===== src/rtl/demux_dispatch_ctrl_if.sv =====
// rtl/demux_dispatch_ctrl_if.sv - stream-in / one-hot-out bus of the 1:N demux dispatcher
interface demux_dispatch_ctrl_if #(
   parameter int DATA_W = 8,
   parameter int N_OUT  = 6,
   parameter int SEL_W  = 3
);
   logic              in_valid;
   logic              in_ready;
   logic [DATA_W-1:0] in_data;
   logic [SEL_W-1:0]  in_sel;
   logic [N_OUT-1:0]  out_valid;
   logic [N_OUT-1:0]  out_ready;
   logic [DATA_W-1:0] out_data;
   logic [SEL_W-1:0]  out_ch;

   modport master (
      output in_valid, in_data, in_sel, out_ready,
      input  in_ready, out_valid, out_data, out_ch
   );

   modport slave (
      input  in_valid, in_data, in_sel, out_ready,
      output in_ready, out_valid, out_data, out_ch
   );
endinterface


===== src/rtl/demux_dispatch_ctrl.sv =====
// rtl/demux_dispatch_ctrl.sv - one-beat buffered 1:N dispatcher, round-robin or addressed
// Optional DEMUX_DISPATCH_STATS_EN adds beat_cnt / drop_cnt counters.
module demux_dispatch_ctrl #(
   parameter int DATA_W = 8,
   parameter int N_OUT  = 6,
   parameter int SEL_W  = 3
) (
   input  logic               clk,
   input  logic               rst_n,
   demux_dispatch_ctrl_if.slave bus,
   input  logic               mode,
   input  logic [N_OUT-1:0]   chan_en,
   input  logic               flush,
   output logic               err
`ifdef DEMUX_DISPATCH_STATS_EN
   ,
   output logic [15:0]        beat_cnt,
   output logic [7:0]         drop_cnt
`endif
);
   localparam logic [0:0] ST_IDLE = 1'b0;
   localparam logic [0:0] ST_BUSY = 1'b1;
   localparam int         N_SEL   = 1 << SEL_W;

   logic [0:0]        state;
   logic [DATA_W-1:0] data_q;
   logic [SEL_W-1:0]  ch_q;
   logic [SEL_W-1:0]  last_ch;
   logic              err_q;

   logic              busy, can_take, complete, accept, drop;
   logic [SEL_W-1:0]  base, rr_tgt, tgt;
   logic [N_SEL-1:0]  en_pad, rdy_pad;

   assign en_pad   = N_SEL'(chan_en);
   assign rdy_pad  = N_SEL'(bus.out_ready);
   assign busy     = (state == ST_BUSY);
   assign complete = busy & rdy_pad[ch_q];
   assign can_take = mode | (|chan_en);
   assign bus.in_ready = can_take & (~busy | complete) & ~flush;
   assign accept   = bus.in_valid & bus.in_ready;

   // A completing beat advances the round-robin pointer for a same-cycle accept.
   assign base = complete ? ch_q : last_ch;

   always_comb begin
      rr_tgt = '0;
      for (int k = N_OUT; k >= 1; k--) begin
         if (chan_en[(int'(base) + k) % N_OUT])
            rr_tgt = SEL_W'((int'(base) + k) % N_OUT);
      end
   end

   assign tgt  = mode ? bus.in_sel : rr_tgt;
   assign drop = mode & ~en_pad[bus.in_sel];

   always_ff @(posedge clk or negedge rst_n) begin
      if (!rst_n) begin
         state   <= ST_IDLE;
         data_q  <= '0;
         ch_q    <= '0;
         last_ch <= SEL_W'(N_OUT - 1);
         err_q   <= 1'b0;
      end else begin
         err_q <= accept & drop;
         if (complete)
            last_ch <= ch_q;
         if (flush) begin
            state <= ST_IDLE;
         end else if (accept & ~drop) begin
            state  <= ST_BUSY;
            data_q <= bus.in_data;
            ch_q   <= tgt;
         end else if (complete) begin
            state <= ST_IDLE;
         end
      end
   end

   assign bus.out_valid = busy ? (N_OUT'(1) << ch_q) : '0;
   assign bus.out_data  = data_q;
   assign bus.out_ch    = ch_q;
   assign err           = err_q;

`ifdef DEMUX_DISPATCH_STATS_EN
   always_ff @(posedge clk or negedge rst_n) begin
      if (!rst_n) begin
         beat_cnt <= '0;
         drop_cnt <= '0;
      end else if (flush) begin
         beat_cnt <= '0;
         drop_cnt <= '0;
      end else begin
         if (complete)
            beat_cnt <= beat_cnt + 16'd1;
         if (err_q && drop_cnt != 8'hFF)
            drop_cnt <= drop_cnt + 8'd1;
      end
   end
`endif
endmodule


===== src/flat_wrapper.sv =====
// flat-port wrapper written by rule: the top's interface ports become plain ports
module demux_dispatch_ctrl_flat 
#(
   parameter int DATA_W = 8,
   parameter int N_OUT  = 6,
   parameter int SEL_W  = 3
)
  (clk, rst_n, mode, chan_en, flush, err, bus_in_valid, bus_in_data, bus_in_sel, bus_out_ready, bus_in_ready, bus_out_valid, bus_out_data, bus_out_ch);
  demux_dispatch_ctrl_if #(.DATA_W(DATA_W), .N_OUT(N_OUT), .SEL_W(SEL_W)) bus_i ();
  input  logic clk;
  input  logic rst_n;
  input  logic mode;
  input  logic [N_OUT-1:0] chan_en;
  input  logic flush;
  output logic err;
  input wire logic [$bits(bus_i.in_valid)-1:0] bus_in_valid;
  input wire logic [$bits(bus_i.in_data)-1:0] bus_in_data;
  input wire logic [$bits(bus_i.in_sel)-1:0] bus_in_sel;
  input wire logic [$bits(bus_i.out_ready)-1:0] bus_out_ready;
  output wire logic [$bits(bus_i.in_ready)-1:0] bus_in_ready;
  output wire logic [$bits(bus_i.out_valid)-1:0] bus_out_valid;
  output wire logic [$bits(bus_i.out_data)-1:0] bus_out_data;
  output wire logic [$bits(bus_i.out_ch)-1:0] bus_out_ch;
  assign bus_i.in_valid = bus_in_valid;
  assign bus_i.in_data = bus_in_data;
  assign bus_i.in_sel = bus_in_sel;
  assign bus_i.out_ready = bus_out_ready;
  assign bus_in_ready = bus_i.in_ready;
  assign bus_out_valid = bus_i.out_valid;
  assign bus_out_data = bus_i.out_data;
  assign bus_out_ch = bus_i.out_ch;
  demux_dispatch_ctrl #(.DATA_W(DATA_W), .N_OUT(N_OUT), .SEL_W(SEL_W)) u_core (.clk(clk), .rst_n(rst_n), .bus(bus_i), .mode(mode), .chan_en(chan_en), .flush(flush), .err(err));
endmodule

===== config.mk =====
export PLATFORM = sky130hd
export DESIGN_NAME = demux_dispatch_ctrl_flat
export DESIGN_NICKNAME = d
export VERILOG_FILES = /design/src/rtl/demux_dispatch_ctrl_if.sv /design/src/rtl/demux_dispatch_ctrl.sv /design/src/flat_wrapper.sv
export SDC_FILE = /design/constraint.sdc
export NUM_CORES = 1
export LEC_CHECK = 0
export ABC_AREA = 1
export BUFFER_PORTS_ARGS = -buffer_cell sky130_fd_sc_hd__buf_2
export CAP_MARGIN = 30
export CELL_PAD_IN_SITES_DETAIL_PLACEMENT = 0
export CELL_PAD_IN_SITES_GLOBAL_PLACEMENT = 1
export CORE_ASPECT_RATIO = 1.4
export CORE_MARGIN = 5
export CORE_UTILIZATION = 32
export DETAILED_ROUTE_END_ITERATION = 16
export PLACE_DENSITY = 0.73
export SETUP_SLACK_MARGIN = 0.02
export SLEW_MARGIN = 20
export SYNTH_ARGS = -nofsm -noshare
export SYNTH_HDL_FRONTEND = slang
export SYNTH_SLANG_ARGS = --single-unit

===== constraint.sdc =====
create_clock -name clk -period 3.2 [get_ports clk]
set_input_delay 0.16 -clock clk [delete_from_list [all_inputs] [get_ports clk]]
set_output_delay 0.16 -clock clk [all_outputs]
set_load 0.005 [all_outputs]

## Word level (Yosys, flattened, before mapping)

Cells that the tools add are included.

- Muxes and demuxes: 34
- Bitwise gates (word level): 13
- Divide/modulo/power cells: 6
- Reductions and logical operators: 3
- Add/sub/neg operators: 6
- Shift-type cells: 1
- $lt $le $gt $ge: 8

Operators by type and width:

| cell | count |
|---|---|
| 32-bit by 5-bit less-than comparator with 1-bit output (second input constant) | 6 |
| 32-bit by 4-bit remainder unit with 32-bit output (second input constant) | 6 |
| 1-bit binary-select mux with 3-bit select | 8 |
| 3-bit two-way mux | 8 |
| 1-bit two-way mux | 17 |
| 3-bit by 3-bit adder with 4-bit output (second input constant) | 3 |
| 3-bit by 2-bit adder with 4-bit output (second input constant) | 2 |
| 3-bit by 4-bit less-than comparator with 1-bit output (second input constant) | 2 |
| 1-bit AND | 7 |
| 6-bit two-way mux | 1 |
| 6-bit OR reduction | 1 |
| 1-bit by 3-bit left shift with 6-bit output (first input constant) | 1 |
| 3-bit by 1-bit adder with 4-bit output (second input constant) | 1 |
| 1-bit NOT | 4 |
| 3-bit nonzero test | 1 |
| 1-bit OR | 2 |
| 2-bit AND reduction | 1 |

- Word-level logic and storage cells: 76
- Bits of input ports: 28
- Flip-flop bits (word level): 16

## Longest topological paths before layout

Gate-level depths: netlist of the first run.

- Word-level depth: 16
- Mapped depth: 35
- Gate-level depth less buffers: 34

## Worst setup path before layout of the first run

Ideal clock, no wire load.

- Path type: flip-flop to flip-flop
- Start point: reg u_core.ch_q[0], in the netlist u_core.bus.out_ch[0]
- End point: reg u_core.ch_q[0], in the netlist u_core.bus.out_ch[0]
- Library setup time: 0.116 ns
- Cell stages (with the launch flop): 31
- Required time: 3.084 ns
- Path buffers: 0
- Period minus slack after synthesis: 3.256 ns
- Data arrival time: 3.140 ns
- Path slack: -0.056 ns
- Path through: dfrtp_1 inv_2 nand2_1 nand2_1 nand2_2 nand3_4 nand3_4 o21ai_2 inv_1 ha_1 inv_1 nand3_1 nand2_2 inv_1 ha_1 nor2_1 nand3_1 nand2_1 nand3_1 nand2_2 inv_2 nor2_4 inv_2 nand3_1 nand2_1 nand2_1 nand2_1 nand2_1 nand3_1 nand2_1 nand2_1

- Longest elaborated chain between the ends: 16
- Elaborated cells between the ends (all ways): 47
- Those cells by class: add/sub: 6; div: 6; mux: 28; bitwise: 6; reduce/logical: 1

Ends and longest elaborated chain:

| item | line | source |
|---|---|---|
| from (decl) | demux_dispatch_ctrl.sv:27 | `logic [SEL_W-1:0] ch_q;` |
| from (signal assigned) | demux_dispatch_ctrl.sv:73 | `ch_q <= tgt;` |
| 1-bit binary-select mux with 3-bit select (*) | demux_dispatch_ctrl.sv:38 | `assign complete = busy & rdy_pad[ch_q];` |
| 1-bit two-way mux (implied by the code) (*) | demux_dispatch_ctrl.sv:38 |  |
| 1-bit AND (*) | demux_dispatch_ctrl.sv:38 |  |
| 3-bit two-way mux (*) | demux_dispatch_ctrl.sv:44 | `assign base = complete ? ch_q : last_ch;` |
| named net u_core.base[1] | demux_dispatch_ctrl.sv:32 | `logic [SEL_W-1:0] base, rr_tgt, tgt;` |
| 3-bit by 3-bit adder with 4-bit output | demux_dispatch_ctrl.sv:49, demux_dispatch_ctrl.sv:50 |  |
| 32-bit by 4-bit remainder unit with 32-bit output | demux_dispatch_ctrl.sv:49, demux_dispatch_ctrl.sv:50 |  |
| 1-bit binary-select mux with 3-bit select | demux_dispatch_ctrl.sv:49 | `if (chan_en[(int'(base) + k) % N_OUT])` |
| 1-bit two-way mux (implied by the code) (2 in a row) | demux_dispatch_ctrl.sv:49 |  |
| 3-bit two-way mux (5 in a row) | demux_dispatch_ctrl.sv:49 |  |
| 3-bit two-way mux (*) | demux_dispatch_ctrl.sv:49 |  |
| 3-bit two-way mux (*) | demux_dispatch_ctrl.sv:54 | `assign tgt = mode ? bus.in_sel : rr_tgt;` |

The timed path passes the listed nets; every way through them passes the cells marked *. The select of a mux whose other input is x is not followed.
A chain may end at the register's enable or synchronous reset.

## Final worst setup path of the first run

Same ends and word-level chain as after synthesis.

==> results of run 1 <==
-- tightest hold or removal path, stage by stage --
cell and delay (ns):
buf_2 0.07, nand2_1 0.04, nand2_1 0.05
-- routing by layer --
layer	track usage	vias up
met1	0.163	901
met2	0.289	41
li1	-	1069
met5	0	-
met3	0.0259	8
met4	0.0405	0
-- timing repair --
item | CTS | global route
resized for setup | 17 | 21
cloned | 0 | 0
buffers inserted | 11 | 3
pin swaps | 17 | 19
hold buffers | 1 | 0
endpoints found under the setup margin | 3 | 3
endpoints found under the hold margin | 14 | 0
-- synth_stat cells --
| cell | instances | area (µm²) |
|---|---|---|
| nand2_1 | 113 | 424 |
| inv_1 | 35 | 131 |
| nand2_2 | 18 | 113 |
| nand3_1 | 18 | 90.1 |
| dfrtp_1 | 14 | 350 |
| nor2_1 | 14 | 52.6 |
| ha_1 | 8 | 100 |
| o21ai_0 | 8 | 40.0 |
| a21oi_1 | 6 | 30.0 |
| inv_2 | 6 | 22.5 |
| nor3_1 | 6 | 30.0 |
| o211ai_1 | 4 | 30.0 |
| o21ai_1 | 4 | 20.0 |
| nand3_2 | 3 | 30.0 |
| dfstp_2 | 2 | 52.6 |
| nand2_4 | 2 | 22.5 |
| nand3_4 | 2 | 35.0 |
| nand4_2 | 2 | 25.0 |
| nor4_1 | 2 | 12.5 |
| a2111oi_0 | 1 | 8.76 |
| a21o_1 | 1 | 7.51 |
| a221oi_1 | 1 | 8.76 |
| buf_4 | 1 | 7.51 |
| clkbuf_1 | 1 | 3.75 |
| inv_4 | 1 | 6.26 |
| nand2_8 | 1 | 20.0 |
| nand4_1 | 1 | 6.26 |
| nor2_2 | 1 | 6.26 |
| nor2_4 | 1 | 11.3 |
| o21ai_2 | 1 | 8.76 |
| o21bai_1 | 1 | 7.51 |
| o22ai_1 | 1 | 6.26 |
| or2_1 | 1 | 6.26 |
| xor2_1 | 1 | 8.76 |
-- path summary, 6_finish.rpt --
kind | from | depth (start not counted) | endpoint
min in group asynchronous | rst_n | 2 | u_core.err$_DFF_PN0_
setup / recovery | u_core.bus.out_ch[0]$_DFFE_PN0P_ | 30 | u_core.bus.out_ch[0]$_DFFE_PN0P_
setup reg to reg | u_core.bus.out_ch[0]$_DFFE_PN0P_ | 30 | u_core.bus.out_ch[0]$_DFFE_PN0P_
hold reg to reg | u_core.bus.out_data[7]$_DFFE_PN0P_ | 2 | u_core.bus.out_data[7]$_DFFE_PN0P_
hold / removal | bus_in_data[4] | 3 | u_core.bus.out_data[4]$_DFFE_PN0P_
max in group asynchronous | rst_n | 2 | u_core.last_ch[2]$_DFF_PN1_
-- registers in the layout (all words and copies together) (netlist names) --
signal               cells
u_core.bus.out_ch        3
u_core.busy              1
u_core.err               1
u_core.last_ch           3
u_core.bus.out_data      8
-- cells by family (layout without fill, tap and decap cells) --
kind of cell,count (synthesis),count (layout),share of synthesized area
and+or+nand+nor,185,185,0.510
buffers and inverters,44,133,0.0988
AOI/OAI and AO/OA,28,28,0.0966
DFF,16,16,0.232
adders and majority gates,8,8,0.0577
xor gates and xnor gates,1,1,0.00505
-- through the flow --
| stage | hold WS [ns] | instances | TNS [ns] |
|---|---|---|---|
| floorplan | -0.136 | 282 | 0 |
| global placement | 0.0926 | 418 | -0.00427 |
| detailed placement | 0.0966 | 418 | -0.226 |
| CTS | 0.111 | 434 | 0 |
| global route | 0.109 | 437 | -0.444 |
| finish | 0.112 | 437 | 0 |
-- placed cells by master, fill, tap and decap left out, types with 5 or more instances in the layout --
cell     instances
nand2_1        102
buf_2           46
buf_4           38
inv_1           31
nand2_2         25
nor2_1          13
dfrtp_1         12
nand3_1         11
inv_2            8
o21ai_0          8
nand3_2          7
nand2_4          6
nor3_1           6
a21oi_1          6
nand3_4          5
ha_1             5
-- final cells by class --
cell class                      instances  share of cell area
Clock buffer                            4              0.0214
Inverter                               42              0.0642
Multi-Input combinational cell        222               0.512
Sequential cell                        16               0.158
Tap cell                               66              0.0321
Timing Repair Buffer                   87               0.213
==> qor.txt, run 1 <==
register area: 405 µm²
FILL cells: 556
worst reg2reg setup slack: 0.08 ns
Routed WL: 5260 µm
Cell Rows: 31
worst skew pair latency: 0.25 ns
final worst-path setup slack: 0.0810 ns
outcome: complete, no violations
gr ovfl total: 0
# nets final: 408
area delta synth->final: 48.3%
GPL Wtd Cong: 0.808
Num Clock Sinks: 16
Buf/Inv on CP: 4
post-route cell area: 0.00257 mm²
vias per cell: 4.62
buffer depth of the longest clock path: 2
Hold Fails Final Rpt: 0
antenna violations before repair: 0
Top Metal Used: met4
Worst Setup Start Kind: register
Die Y: 97.1 µm
crit path DAT: 3.25 ns
Clock Skew: 0.00767 ns
RSZ-0062 raised after global routing: yes
vias in the first global route: 2037
post-synthesis sequential area ratio: 0.232
share of layout cells above drive strength 1: 0.426
H-tree depth: 1
DRC: 0
minimum clock period: 3.12 ns
DR iter-0 viols: 78
crit-path leading delay family: simple AND/OR/NAND/NOR gates
CTS tree: yes
crit-path max FO: 6
met3 wire len: 250 µm
min-delay worst type: input port to register
Core Area: 0.00524 mm²
Crit path largest cell delay: 0.45 ns
per-cell routed wire length: 12.0 µm
pre-CTS setup slack: -0.113 ns
Slew Limit Fails: 0
post-layout util: 0.492
Setup CP Type: register to register
Top Ports: 47
Syn Area/Cell: 6.15 µm²
synthesized flop and latch total: 16
met1 wire length: 2070 µm
Rel. slew slack: 0.626
placed cell area: 0.00225 mm²
pin count of the biggest net entering global routing: 17
Crit-path slowest cell: dfrtp_2
Root Buffer: clkbuf_8
WP data required: 3.33 ns
GRT Util Overall: 0.151
DP Wirelength: 4290 µm
Syn Nets: 318
wire length on met2: 2840 µm
Multi-input gate area: 0.00132 mm²
DRT Pass-1 Iters: 4
die area: 0.00702 mm²
die width: 72.2 µm
Port Buffers: 46
Yosys cell types: 34
Max Cap Viol: 0
synth warn: 0
Antenna Cells: 0
Worst-path clk slew: 0.07 ns
initial core utilization: 0.331
worst-margin pin slew: 0.547 ns
Vias: 2019
Final setup viols: 0
CP endpoint kind: register
cts bufs inserted: 3
global-route wire length before repair: 8840 µm
Tcrit/Tclk final: 0.975
mapped cell area: 0.00174 mm²
ANT nets after route: 0
f_max: 321 MHz
Syn Inst Count: 282
Critical Path Most Common Cell: nand2_2
Power of run 1 is left out: the tool's default activity adds up to more than one toggle a clock period on the data nets, which glitch-free logic cannot reach.
==> run 2: changes to the inputs <==
- MAX_ROUTING_LAYER: not set -> met4
==> run 2 against run 1 <==
Effect of this change: largest cell class unchanged; die area stayed put; clock skew barely moved; critical endpoint unchanged; count of clock-buffer cells in the layout unchanged.
==> qor.txt, run 2 (synthesis results as in run 1) <==
post-route cell area: 0.00257 mm² (unchanged)
H-tree depth: 1 (unchanged)
Crit-path slowest cell: dfrtp_2
crit path DAT: 3.24 ns (about the same)
Critical Path Most Common Cell: nand2_2
hold depth: 3 (unchanged)
worst skew pair latency: 0.25 ns (about the same)
Clock Skew: 0.00759 ns (-0.0000783 ns)
Port Buffers: 46 (unchanged)
Root Buffer: clkbuf_8
final worst-path setup slack: 0.0873 ns (+0.00628 ns)
CTS tree: yes
# nets final: 408 (unchanged)
initial core utilization: 0.331 (unchanged)
pre-CTS setup slack: -0.113 ns (unchanged)
vias per cell: 4.62 (about the same)
placed cell area: 0.00225 mm² (unchanged)
CP endpoint kind: register
Worst Hold Margin: 0.112 ns (-0.000191 ns)
Setup CP Type: register to register
pin count of the biggest net entering global routing: 17 (unchanged)
die area: 0.00702 mm² (unchanged)
Top Ports: 47 (unchanged)
Hold Fails Final Rpt: 0 (unchanged)
FILL cells: 556 (unchanged)
GPL Wtd Cong: 0.820 (+1.4%)
Vias: 2020 (+0.050%)
vias in the first global route: 2026 (-0.54%)
GRT Util Overall: 0.155 (+0.00408)
Num Clock Sinks: 16 (unchanged)
commonest non-fill, non-tap cell in the layout: nand2_1
RSZ-0062 raised after global routing: yes
Worst R2R Path Depth: 30 (unchanged)
Rel. slew slack: 0.626 (about the same)
Cell Rows: 31 (unchanged)
Slew Limit Fails: 0 (unchanged)
Worst Setup Start Kind: register
Critical path origin: u_core.bus.out_ch[0]$_DFFE_PN0P_
Tcrit/Tclk final: 0.973 (-0.00196)
min-delay src: bus_in_data[0]
area delta synth->final: 48.3% (unchanged)
setup TNS: 0 ns (unchanged)
cts bufs inserted: 3 (unchanged)
DR iter-0 viols: 81 (+3.8%)
global-route wire length before repair: 8840 µm (unchanged)
minimum clock period: 3.11 ns (-0.00628 ns)
per-cell routed wire length: 12.0 µm (-0.17%)
ANT nets after route: 0 (unchanged)
outcome: complete, no violations
Crit path largest cell delay: 0.46 ns (about the same)
share of layout cells above drive strength 1: 0.426 (unchanged)
crit-path max FO: 6 (unchanged)
f_max: 321 MHz (+0.20%)
min-delay worst type: input port to register
DRC: 0 (unchanged)
buffer depth of the longest clock path: 2 (unchanged)
Antenna Cells: 0 (unchanged)
die width: 72.2 µm (unchanged)
most frequent cells in the layout: nand2_1 (102), buf_2 (46), buf_4 (38), inv_1 (31), nand2_2 (25)
Die Y: 97.1 µm (unchanged)
Worst-path clk slew: 0.07 ns (about the same)
DP Wirelength: 4290 µm (unchanged)
antenna violations before repair: 0 (unchanged)
Final setup viols: 0 (unchanged)
max reg flops: 8 (unchanged)
DRT Pass-1 Iters: 4 (unchanged)
gr ovfl total: 0 (unchanged)
worst-margin pin slew: 0.547 ns (-0.00000709 ns)
WP data required: 3.33 ns (about the same)
Routed WL: 5250 µm (-0.17%)
Core Area: 0.00524 mm² (unchanged)
Max Cap Viol: 0 (unchanged)
Worst R2R Start: u_core.bus.out_ch[0]$_DFFE_PN0P_
-- run 2: stage by stage --
stage | instances | utilization
finish | 437 | 0.492
global placement | 418 | 0.429
floorplan | 282 | -
CTS | 434 | 0.470
detailed placement | 418 | 0.429
global route | 437 | 0.492
-- run 2: path summary, 6_finish.rpt --
| check | to | slack, ns |
|---|---|---|
| worst max-delay path | u_core.bus.out_ch[0]$_DFFE_PN0P_ | 0.09 |
| worst min-delay path | u_core.bus.out_data[0]$_DFFE_PN0P_ | 0.11 |
| worst max register to register | u_core.bus.out_ch[0]$_DFFE_PN0P_ | 0.09 |
| worst min register to register | u_core.bus.out_data[7]$_DFFE_PN0P_ | 0.47 |
| max in group asynchronous | u_core.last_ch[2]$_DFF_PN1_ | 2.53 |
| min in group asynchronous | u_core.err$_DFF_PN0_ | 0.36 |
-- run 2: metal layers --
metal	track usage	part of all wire
met5	-	0
met4	0.0405	0.019
met3	0.0186	0.036
met2	0.289	0.54
met1	0.168	0.40
-- run 2: timing repair --
item / in CTS / in global routing
buffers inserted: 11 / 3
setup endpoints to repair: 3 / 3
gates cloned: 0 / 0
pin swaps: 17 / 19
gates resized for setup: 17 / 21
hold buffers: 1 / 0
endpoints found under the hold margin: 14 / 0
-- run 2: area by class of cell --
type                            instances  area [µm²]  area share
Sequential cell                        16         405       0.158
Timing Repair Buffer                   87         548       0.213
Multi-Input combinational cell        222        1320       0.512
Clock buffer                            4        55.1      0.0214
Tap cell                               66        82.6      0.0321
Inverter                               42         165      0.0642
-- run 2: critical path: cells and delay by family, from the launching register on --
| family | cells | cell delay [ns] |
|---|---|---|
| compound gates | 1 | 0.16 |
| fa+ha+maj | 2 | 0.42 |
| simple gates | 23 | 1.67 |
| flops | 1 | 0.46 |
| buf+inv | 4 | 0.29 |
Power of run 2 is left out for the same reason.
